--- src/rtl/timer_pkg.sv ---
// Shared definitions for the timer bank: channel mode encodings and parameter limits.
package timer_pkg;

    typedef enum logic [1:0] {
        MODE_UP     = 2'b00,
        MODE_DOWN   = 2'b01,
        MODE_UPDOWN = 2'b10,
        MODE_RSVD   = 2'b11
    } mode_e;

    localparam int MIN_CHANNELS = 1;
    localparam int MAX_CHANNELS = 16;
    localparam int MIN_WIDTH    = 2;
    localparam int MAX_WIDTH    = 32;

endpackage

--- src/rtl/timer_chan.sv ---
// One counter channel: up, down or up-down counting on prescaler ticks,
// with start/stop control, terminal-event reload and a sticky event flag.
module timer_chan
    import timer_pkg::*;
#(
    parameter int WIDTH = 16
) (
    input  logic             clk,
    input  logic             rstn,
    input  logic             tick,
    input  logic [WIDTH-1:0] top,
    input  logic [1:0]       mode,
    input  logic             freerun,
    input  logic             start,
    input  logic             stop,
    input  logic             clr_it,
    output logic [WIDTH-1:0] cnt,
    output logic             run,
    output logic             it
);

    localparam logic [WIDTH-1:0] ONE = WIDTH'(1);

    mode_e            chan_mode;
    logic             down_dir;
    logic [WIDTH-1:0] load;
    logic             term;
    logic             turn;

    assign chan_mode = mode_e'(mode);

    // The reserved mode falls into the default arm and behaves as up-counting.
    always_comb begin
        load = (chan_mode == MODE_DOWN) ? top : '0;
        term = 1'b0;
        turn = 1'b0;
        if (run && tick) begin
            case (chan_mode)
                MODE_DOWN: term = (cnt == '0);
                MODE_UPDOWN: begin
                    term = (top == '0) || (down_dir && (cnt == '0));
                    turn = !down_dir && !term && (cnt >= top);
                end
                default: term = (cnt >= top);
            endcase
        end
    end

    always_ff @(posedge clk) begin
        if (!rstn) begin
            cnt      <= load;
            run      <= 1'b0;
            it       <= 1'b0;
            down_dir <= 1'b0;
        end else begin
            if (term)
                it <= 1'b1;
            else if (clr_it)
                it <= 1'b0;

            if (stop) begin
                run <= 1'b0;
            end else if (start) begin
                run      <= 1'b1;
                cnt      <= load;
                down_dir <= 1'b0;
            end else if (term) begin
                run      <= freerun;
                cnt      <= load;
                down_dir <= 1'b0;
            end else if (run && tick) begin
                if (turn) begin
                    down_dir <= 1'b1;
                    cnt      <= cnt - ONE;
                end else if (chan_mode == MODE_DOWN || (chan_mode == MODE_UPDOWN && down_dir)) begin
                    cnt <= cnt - ONE;
                end else begin
                    cnt <= cnt + ONE;
                end
            end
        end
    end

endmodule

--- src/rtl/timer_bank.sv ---
// Bank of independent timer channels sharing one free-running prescaler,
// with a registered interrupt request from the enabled sticky flags.
module timer_bank
    import timer_pkg::*;
#(
    parameter int CHANNELS = 4,
    parameter int WIDTH    = 16,
    parameter int PWIDTH   = 8
) (
    input  logic                      clk,
    input  logic                      rstn,
    input  logic [PWIDTH-1:0]         presc,
    input  logic [CHANNELS*WIDTH-1:0] top,
    input  logic [CHANNELS*2-1:0]     mode,
    input  logic [CHANNELS-1:0]       freerun,
    input  logic [CHANNELS-1:0]       start,
    input  logic [CHANNELS-1:0]       stop,
    input  logic [CHANNELS-1:0]       clr_it,
    input  logic [CHANNELS-1:0]       it_en,
    output logic [CHANNELS*WIDTH-1:0] cnt,
    output logic [CHANNELS-1:0]       run,
    output logic [CHANNELS-1:0]       it,
    output logic                      irq
);

    localparam logic [PWIDTH-1:0] PONE = PWIDTH'(1);

    logic [PWIDTH-1:0] pcnt;
    logic              tick;

    // Compare with >= so a live decrease of presc below pcnt ticks at once
    // instead of waiting for the counter to wrap.
    assign tick = (pcnt >= presc);

    always_ff @(posedge clk) begin
        if (!rstn)
            pcnt <= '0;
        else if (tick)
            pcnt <= '0;
        else
            pcnt <= pcnt + PONE;
    end

    for (genvar i = 0; i < CHANNELS; i++) begin : g_chan
        timer_chan #(
            .WIDTH(WIDTH)
        ) u_chan (
            .clk    (clk),
            .rstn   (rstn),
            .tick   (tick),
            .top    (top[i*WIDTH +: WIDTH]),
            .mode   (mode[i*2 +: 2]),
            .freerun(freerun[i]),
            .start  (start[i]),
            .stop   (stop[i]),
            .clr_it (clr_it[i]),
            .cnt    (cnt[i*WIDTH +: WIDTH]),
            .run    (run[i]),
            .it     (it[i])
        );
    end

    always_ff @(posedge clk) begin
        if (!rstn)
            irq <= 1'b0;
        else
            irq <= |(it & it_en);
    end

endmodule

--- config.mk ---
export PLATFORM = sky130hd
export DESIGN_NAME = timer_bank
export DESIGN_NICKNAME = d
export VERILOG_FILES = /design/src/rtl/timer_pkg.sv /design/src/rtl/timer_chan.sv /design/src/rtl/timer_bank.sv
export SDC_FILE = /design/constraint.sdc
export NUM_CORES = 1
export LEC_CHECK = 0
export BUFFER_PORTS_ARGS = -buffer_cell sky130_fd_sc_hd__buf_2
export CORE_ASPECT_RATIO = 1.2
export CORE_MARGIN = 1
export CORE_UTILIZATION = 40
export DETAILED_ROUTE_END_ITERATION = 16
export HOLD_SLACK_MARGIN = 0.08
export PLACE_DENSITY = 0.68
export SLEW_MARGIN = 20
export SYNTH_ARGS = -nofsm -noshare
export SYNTH_HDL_FRONTEND = slang
export SYNTH_SLANG_ARGS = --single-unit
export TNS_END_PERCENT = 30
--- constraint.sdc ---
create_clock -name clk -period 7 [get_ports clk]
set_input_delay 0.35 -clock clk [delete_from_list [all_inputs] [get_ports clk]]
set_output_delay 0.35 -clock clk [all_outputs]
set_load 0.01 [all_outputs]
**Yosys cells after proc, flatten, opt, wreduce, memory -nomap -nowiden**

Cells that the tools add are included.
Widths: inputs -> output; s select.

- Add/subtract/negate cells: 9
- Order comparisons: 5
- Equal/unequal tests: 16
- Mux-type cells: 80
- Bitwise operators: 6
- Reduce and logical (&&, ||, !) cells: 74

Operators with widths:

| cell | count |
|---|---|
| $mux 16 | 32 |
| $logic_not 16->1 | 8 |
| $add 16x1->16 const B | 4 |
| $ge 16x16->1 | 4 |
| $sub 16x1->16 const B | 4 |
| $mux 1 | 44 |
| $reduce_bool 3->1 | 8 |
| $logic_and 1x1->1 | 20 |
| $ne 4x1->1 const B | 4 |
| $reduce_bool 2->1 | 8 |
| $reduce_and 3->1 | 4 |
| $reduce_or 2->1 | 5 |
| $add 8x1->8 const B | 1 |
| $eq 2x1->1 const B | 4 |
| $eq 2x2->1 const B | 4 |
| $ge 8x8->1 | 1 |
| $logic_not 1->1 | 8 |
| $logic_or 1x1->1 | 8 |
| $ne 2x2->1 const B | 4 |
| $pmux 1 s2 | 4 |
| $reduce_and 2->1 | 4 |
| $not 1->1 | 5 |
| $and 4x4->4 | 1 |
| $reduce_or 4->1 | 1 |

- Bits in registers: 85
- Input bits: 102
- Word-level logic and storage cells: 208

**Logic depth before layout (Yosys ltp)**

Gate-level depths: netlist of run 1.

- Depth after elaboration: 14
- Gate-level depth with buffers: 12
- Mapped depth without buffers: 10

**By module**

From an unflattened synthesis of run 1, not the netlist that was laid out.

- Cells, all modules: 994
- Area, all modules: 8672.1 µm²

Modules (own cells, without submodules):

| module | instances | cells each | area each (µm²) | seq. area each (µm²) |
|---|---|---|---|---|
| timer_chan at g_chan[1].u_chan ... | 2 | 219 | 1944.4 | 540.5 |
| timer_chan at g_chan[3].u_chan | 1 | 260 | 2165.8 | 540.5 |
| timer_chan at g_chan[0].u_chan | 1 | 233 | 2048.2 | 540.5 |
| timer_bank | 1 | 63 | 569.3 | 180.2 |

**Worst setup path after synthesis of run 1**

Ideal clock, no wire load.

- Path kind: register to register
- From: register g_chan[0].u_chan.cnt[0]
- To: register g_chan[0].u_chan.cnt[14] (data pin)
- Library setup time: 258 ps
- Arrival: 2751 ps
- Data required time: 6742 ps
- Slack: 3991 ps
- Stages on the path, launching flop included: 12
- Buffers on the path: 1
- Period minus slack after synthesis: 3009 ps
- Cells stage by stage: edfxtp_1 > inv_1 > ha_1 > nand2b_4 > a2111oi_2 > o311ai_1 > a2111oi_4 > o41ai_4 > buf_6 > mux2i_1 > xor2_1 > o21ai_1

- Cells in the longest elaborated chain, start to end: 14
- Elaborated cells on any way between the ends: 20
- Classes of those cells: add/sub: 2; order compare: 1; mux: 11; reduce/logical: 6

Ends and longest elaborated chain:

| element | line | text |
|---|---|---|
| start, declared | timer_chan.sv:17 | `output logic [WIDTH-1:0] cnt,` |
| start signal, assigned | timer_chan.sv:51 | `cnt <= load;` |
| start signal, assigned | timer_chan.sv:65 | `cnt <= load;` |
| start signal, assigned | timer_chan.sv:69 | `cnt <= load;` |
| branches (longest 10 deep; another with $ge 16x16->1) | - |  |
| $mux 16 * | timer_chan.sv:67 | `end else if (term) begin` |
| $mux 16 * | timer_chan.sv:63 | `end else if (start) begin` |
| $mux 16 * | timer_chan.sv:61 | `if (stop) begin` |
| $mux 16 * | timer_chan.sv:50 | `if (!rstn) begin` |

Mark *: on every way between the ends. The select of a mux whose other input is x is not followed.
A chain may end at the register's enable or synchronous reset.

**Worst setup path after layout of run 1**

- From: register g_chan[1].u_chan.cnt[0]
- To: register g_chan[1].u_chan.cnt[7] (data pin)

- Cells in the longest elaborated chain, start to end: 14
- Elaborated cells on any way between the ends: 20
- Classes of those cells: add/sub: 2; order compare: 1; mux: 11; reduce/logical: 6

Ends and longest elaborated chain:

| element | line |
|---|---|
| start, declared | timer_chan.sv:17 |
| start signal, assigned | timer_chan.sv:51 |
| start signal, assigned | timer_chan.sv:65 |
| start signal, assigned | timer_chan.sv:69 |
| branches (longest 10 deep; another with $ge 16x16->1) | - |
| $mux 16 * | timer_chan.sv:67 |
| $mux 16 * | timer_chan.sv:63 |
| $mux 16 * | timer_chan.sv:61 |
| $mux 16 * | timer_chan.sv:50 |

Marks and branches as above.

==> results of run 1 <==
-- logic make-up (layout without fill, tap and decap cells) --
logic type,count (synthesis),count (layout),share of synthesized area
flops,85,85,0.286
simple gates,331,331,0.215
buf+inv,140,301,0.0731
compound gates,179,179,0.152
fa+ha+maj,93,93,0.142
other cells,0,1,0
mux,50,50,0.0612
xor+xnor,66,66,0.0707
-- area by class of cell --
class	count	area [µm²]	share of cell area
multi-input cells	719	5240	0.552
flip-flops and latches	85	2340	0.247
repair buffers	179	908	0.0957
inverters	106	398	0.0419
well taps	261	327	0.0344
clock buffers	9	225	0.0237
clock inverters	7	50.0	0.00527
diodes	1	2.50	0.000264
-- state kept, by name, indices dropped and copies added, names as in the netlist --
name / count
g_chan.u_chan.down_dir: 4
g_chan.u_chan.it: 4
irq: 1
g_chan.u_chan.cnt: 64
g_chan.u_chan.run: 4
pcnt: 8
-- per-stage QoR --
stage | total power [mW] | setup slack, ns | cells
2_1_floorplan | 0.934 | 3.99 | 944
3_3_place_gp | 1.08 | 3.30 | 1350
3_5_place_dp | 1.09 | 3.22 | 1350
4_1_cts | 1.56 | 3.20 | 1366
5_1_grt | 1.64 | 2.82 | 1366
6_report | 1.54 | 3.20 | 1367
-- power by group through the flow --
| stage | Combinational (mW) | Sequential, mW | Clock, mW |
|---|---|---|---|
| global route | 0.465 | 0.679 | 0.494 |
| floorplan | 0.260 | 0.674 | 0 |
| global placement | 0.404 | 0.678 | 0 |
| detailed placement | 0.412 | 0.680 | 0 |
| finish | 0.411 | 0.670 | 0.464 |
| CTS | 0.414 | 0.669 | 0.478 |
-- placed cells by master (no fill, tap or decap), types with 23 or more instances in the layout --
cell type	count
a21oi_1	39
buf_2	174
edfxtp_1	64
ha_1	93
inv_1	106
mux2i_1	50
nand2_1	52
nand3_1	88
nand4_1	26
nor2_1	50
nor4_1	23
o21ai_0	39
o21ai_1	24
xnor2_1	35
xor2_1	31
-- routing by layer --
| layer | vias up | GRT usage | routed length [µm] |
|---|---|---|---|
| met5 | - | 0 | 0 |
| met4 | 0 | 0.0662 | 310 |
| met3 | 23 | 0.0296 | 1010 |
| met2 | 198 | 0.396 | 11300 |
| met1 | 3540 | 0.261 | 9590 |
| li1 | 3769 | - | - |
-- path summary, 6_finish.rpt --
path / to / from / depth (start not counted)
worst max-delay path: g_chan[1].u_chan.cnt[7] / g_chan[1].u_chan.cnt[0] / 10
worst min-delay path: g_chan[3].u_chan.run / stop[3] / 2
worst min register to register: g_chan[2].u_chan.down_dir / g_chan[2].u_chan.down_dir / 1
worst max register to register: g_chan[1].u_chan.cnt[7] / g_chan[1].u_chan.cnt[0] / 10
-- critical path: cells and delay by family (launching register included) --
kind,cells,cell delay (ns)
adder cells (fa/ha/maj),1,0.24
flip-flops,1,0.51
buffers and inverters,1,0.17
AO/OA/AOI/OAI,5,1.65
AND/OR/NAND/NOR,3,0.94
==> summary.txt, run 1 <==
Global routing
  • Largest net degree at the start of global routing: 35
  • First-pass GRT wire length: 36400 µm
  • GR Overflow Total: 0
  • Vias in the first global route: 7194
  • Tot GR Track Use: 0.216
  • Initial antenna violation count: 1

Worst setup path
  • CP cell instances: inv_1, ha_1, nand2b_1, a2111oi_2, o311ai_0, a2111o_1, o2111ai_2, nand3_2, nand3_1, o21ai_0
  • Crit path kind: register to register
  • Flop2flop setup slack: 3.20 ns
  • Crit path required time: 7.07 ns
  • Max Fanout on Critical Path: 33
  • Slowest-stage cell, CP: a2111o_1
  • Worst Path Arrival: 3.87 ns
  • Startpoint types: register
  • Slowest cell delay on critical path: 0.60 ns
  • Worst Setup End Kind: register

CTS
  • CTS HTree Levels: 3
  • CTS buffer count: 9
  • CTS resizes: 0
  • Clk_lat worst skew: 0.35 ns
  • Clock sink count: 85
  • Setup bufs post-CTS: 0
  • Clock root buffer: clkbuf_16
  • Clk pin slew, worst setup/hold paths: 0.07 ns
  • CTS tree: built
  • Hold buffer count at cts: 0
  • Clk buf depth: 2

Synth
  • Synth unique cells: 72
  • Synthesized area per cell: 8.66 µm²
  • Commonest cells post-synth: inv_1, ha_1, nand3_1
  • Synth Register Bits: 85
  • Yosys top cell by area: edfxtp_1
  • Dominant cells by area after synthesis: edfxtp_1, ha_1, mux2i_1, nand3_1, dfxtp_1
  • Synth Instances: 944
  • Post-Syn Area: 8180 µm²
  • Post-synth EDFFs: 64
  • Area fraction of the dominant cell type after synthesis: 0.235
  • Ys flop type: edfxtp_1
  • YS warnings: 0
  • Sequential area share after synthesis: 0.286
  • Top-count cell post-synth: inv_1
  • Syn Nets: 1139
  • Ys async rst share: 0

Cells and area
  • Fin nets: 1295
  • Number of fill cells: 1955
  • Final core occ: 0.481
  • Share of cells above drive strength 1: 0.198
  • Design Area, Final: 9500 µm²
  • Layout area overhead: 16.1%

Power
  • Switching Share: 0.345
  • Comb power frac: 0.266
  • Internal Dissipation: 1.01 mW
  • Switch Pwr: 0.533 mW
  • Power Dens Cells: 163 nW/µm²
  • Leakage: 4.28 nW
  • Worst VDD drop: 0.123 mV
  • Clock share of power: 0.300
  • Seq pwr share: 0.434

Detailed routing
  • Vias: 7530
  • First drt pass iteration count: 5
  • DR WL/cell: 16.2 µm
  • Vias per inst: 5.51
  • Starting DRT DRC Count: 461
  • DRT Wirelength: 22200 µm
  • Final ANT Viol Nets: 0
  • DRC: 0

STA
  • Clock Skew: 0.0132 ns
  • RSZ-0062 raised after global routing: false
  • Setup TNS: 0 ns
  • Final Cycle Share: 0.542
  • Max Clk Rate: 0.263 GHz
  • Max-slew headroom: 0.467
  • Max Slew Vio Count: 0
  • WHS: 0.194 ns
  • Final Hold Fails: 0
  • Tmin final: 3.80 ns
  • Setup violations, final: 0
  • Worst-Margin Slew: 0.800 ns

Floorplan
  • Die height: 159 µm
  • Die area: 21000 µm²
  • CORE AREA: 19800 µm²
  • # IOs: 175
  • Chip Width: 133 µm
  • Row count: 56
  • Starting density of the core: 0.414

Placement
  • Placed inst area: 9210 µm²
  • GP Congestion: 0.916
  • Port buffer count: 174
  • Hpwl dp: 17100 µm

Outcome
  • Status: finished clean

Worst hold path
  • Hold Path Class: input port to register

Run
  • Max Cap Viol: 0
Power figures use the tool's default switching activity.
==> run 2, diff against run 1 <==
--- a/config.mk
+++ b/config.mk
@@ -5,13 +5,14 @@
 export SDC_FILE = /design/constraint.sdc
 export NUM_CORES = 1
 export LEC_CHECK = 0
+export ABC_AREA = 1
 export BUFFER_PORTS_ARGS = -buffer_cell sky130_fd_sc_hd__buf_2
 export CORE_ASPECT_RATIO = 1.2
 export CORE_MARGIN = 1
 export CORE_UTILIZATION = 40
 export DETAILED_ROUTE_END_ITERATION = 16
 export HOLD_SLACK_MARGIN = 0.08
-export PLACE_DENSITY = 0.68
+export PLACE_DENSITY = 0.69
 export SLEW_MARGIN = 20
 export SYNTH_ARGS = -nofsm -noshare
 export SYNTH_HDL_FRONTEND = slang
==> constraint.sdc (replaced) <==
create_clock -name clk -period 3.1 [get_ports clk]
set_input_delay 0.155 -clock clk [delete_from_list [all_inputs] [get_ports clk]]
set_output_delay 0.155 -clock clk [all_outputs]
set_load 0.01 [all_outputs]
==> run 2 against run 1 <==
- sequential share of layout area shrank 3.9 points
- routed wire length grew 26%
- register-to-register slack worse by 2.7 ns
- die area rose by 19%
- critical path type unchanged
- critical endpoint is now g_chan[2].u_chan.cnt[15]
==> summary.txt, run 2 <==
STA
  • Max Clk Rate: 0.388 GHz
  • Final Hold Fails: 0
  • Setup TNS: 0 ns
  • WHS: 0.0938 ns
  • Final WS setup: 0.525 ns
  • Max-slew headroom: 0.539
  • Clock Skew: 0.0103 ns
  • Tmin final: 2.57 ns
  • RSZ-0062 raised after global routing: false
  • Final Cycle Share: 0.831
  • Worst-Margin Slew: 0.692 ns
  • Setup violations, final: 0
  • Max Slew Vio Count: 0

Global routing
  • Largest net degree at the start of global routing: 21
  • Tot GR Track Use: 0.230
  • GR Overflow Total: 0
  • First-pass GRT wire length: 45500 µm
  • Initial antenna violation count: 0
  • Vias in the first global route: 9383

Power
  • Leakage: 5.84 nW
  • Worst VDD drop: 0.240 mV
  • Comb power frac: 0.336
  • Internal Dissipation: 2.48 mW
  • Seq pwr share: 0.378
  • Power Dens Cells: 355 nW/µm²
  • Clock share of power: 0.286
  • Switch Pwr: 1.53 mW
  • Tot Pwr: 4.01 mW
  • Switching Share: 0.382

Worst hold path
  • Min-delay src: top[38]
  • WHS Path Cells: 3
  • Hold Path Class: input port to register

Synth
  • Post-Syn Area: 9740 µm²
  • Post-synth EDFFs: 64
  • Synth Instances: 1420
  • Ys flop type: edfxtp_1
  • Yosys top cell by area: edfxtp_1
  • Top-count cell post-synth: nand2_1
  • Synthesized area per cell: 6.86 µm²
  • YS warnings: 0
  • Syn Nets: 1615
  • Area fraction of the dominant cell type after synthesis: 0.197
  • Ys async rst share: 0
  • Synth Register Bits: 85
  • Commonest cells post-synth: nand2_1, inv_1, nand3_1
  • Synth unique cells: 45
  • Sequential area share after synthesis: 0.241
  • Dominant cells by area after synthesis: edfxtp_1, nand2_1, ha_1, inv_1, nand3_1

Floorplan
  • # IOs: 175
  • Chip Width: 144 µm
  • Starting density of the core: 0.408
  • CORE AREA: 23900 µm²
  • Die area: 25000 µm²
  • Die height: 173 µm
  • Row count: 62

Cells and area
  • Number of fill cells: 2492
  • Final core occ: 0.473
  • Multi-input logic area: 6230 µm²
  • Layout area overhead: 16.1%
  • Share of cells above drive strength 1: 0.185
  • Commonest cells after routing, fill and taps aside: nand2_1, inv_1, buf_2
  • Final Non-Filler Cells: 1923
  • # diodes: 0
  • Most common cell after layout, fill and taps aside: nand2_1
  • Largest register by flop count: g_chan.u_chan.cnt
  • Sequential cell area: 2340 µm²
  • Fin nets: 1793
  • Design Area, Final: 11300 µm²
  • Biggest regs: g_chan.u_chan.cnt x64, pcnt x8
  • Largest register FFs: 64

Worst setup path
  • Startpoint types: register
  • Worst Path Arrival: 2.69 ns
  • Worst Setup End Kind: register
  • Max Fanout on Critical Path: 11
  • Crit path required time: 3.21 ns
  • Worst r2r path cells: 11
  • Reg-to-Reg Start: g_chan[2].u_chan.cnt[11]
  • Crit path kind: register to register
  • CP Launch Point: g_chan[2].u_chan.cnt[11]

Detailed routing
  • Vias: 9826
  • DRT Wirelength: 28000 µm
  • DR WL/cell: 14.6 µm
  • First drt pass iteration count: 5
  • DRC: 0
  • Starting DRT DRC Count: 538
  • Vias per inst: 5.11
  • Final ANT Viol Nets: 0

CTS
  • CTS buffer count: 9
  • Clk buf depth: 2
  • CTS tree: built
  • Hold buffer count at cts: 13
  • Setup bufs post-CTS: 0
  • Clk pin slew, worst setup/hold paths: 0.07 ns
  • CTS HTree Levels: 3
  • CTS resizes: 0
  • Clock root buffer: clkbuf_16
  • Clock sink count: 85
  • Clk_lat worst skew: 0.36 ns

Placement
  • Placed inst area: 10900 µm²
  • Hpwl dp: 22000 µm
  • Placed cells: 1894
  • GP Congestion: 0.916
  • Port buffer count: 174
  • Pre-CTS setup slack: 0.509 ns

Run
  • Max Cap Viol: 0

Outcome
  • Status: finished clean
==> run 2: per-layer routing <==
metal  vias to the layer above  wire [µm]  track usage  part of all wire
met4                         0        668       0.0838             0.024
met1                      4521      12100        0.288              0.43
met2                       308      13600        0.395              0.49
met3                        46       1560       0.0313             0.056
li1                       4951          -            -                 -
met5                         -          0            0                 0
==> run 2: worst max-delay path: stages, from the launching register on <==
cell	delay, ns
edfxtp_1	0.56
ha_1	0.38
a21oi_1	0.14
o21ai_0	0.13
a21oi_1	0.20
nand2_1	0.12
nand3_4	0.09
nand2_1	0.24
inv_1	0.24
nand2_1	0.09
nand3_1	0.10
nand2_1	0.05
==> run 2: worst paths after layout <==
path                              endpoint  slack [ns]
setup reg to reg  g_chan[2].u_chan.cnt[15]        0.53
hold reg to reg                    pcnt[0]        0.47
hold / removal     g_chan[2].u_chan.cnt[6]        0.09
setup / recovery  g_chan[2].u_chan.cnt[15]        0.53
==> run 2: cell type report <==
cell class              instances  share of cell area
clock buffers                  10              0.0221
clock inverters                 6             0.00443
inverters                     226              0.0756
multi-input cells            1066               0.551
flip-flops and latches         85               0.207
well taps                     320              0.0354
repair buffers                210               0.104
==> run 2: logic make-up after synthesis <==
| group | Yosys count | synth area share |
|---|---|---|
| DFF | 85 | 0.241 |
| and+or+nand+nor | 765 | 0.371 |
| adders and majority gates | 93 | 0.119 |
| xor gates and xnor gates | 99 | 0.0890 |
| buffers and inverters | 269 | 0.119 |
| AOI/OAI and AO/OA | 109 | 0.0601 |
==> run 2: power groups by stage <==
stage / Sequential (mW) / Combinational [mW] / Clock [mW]
floorplan: 1.53 / 0.907 / 0
global placement: 1.54 / 1.31 / 0
detailed placement: 1.54 / 1.33 / 0
CTS: 1.51 / 1.35 / 1.17
global route: 1.53 / 1.53 / 1.22
finish: 1.52 / 1.35 / 1.15
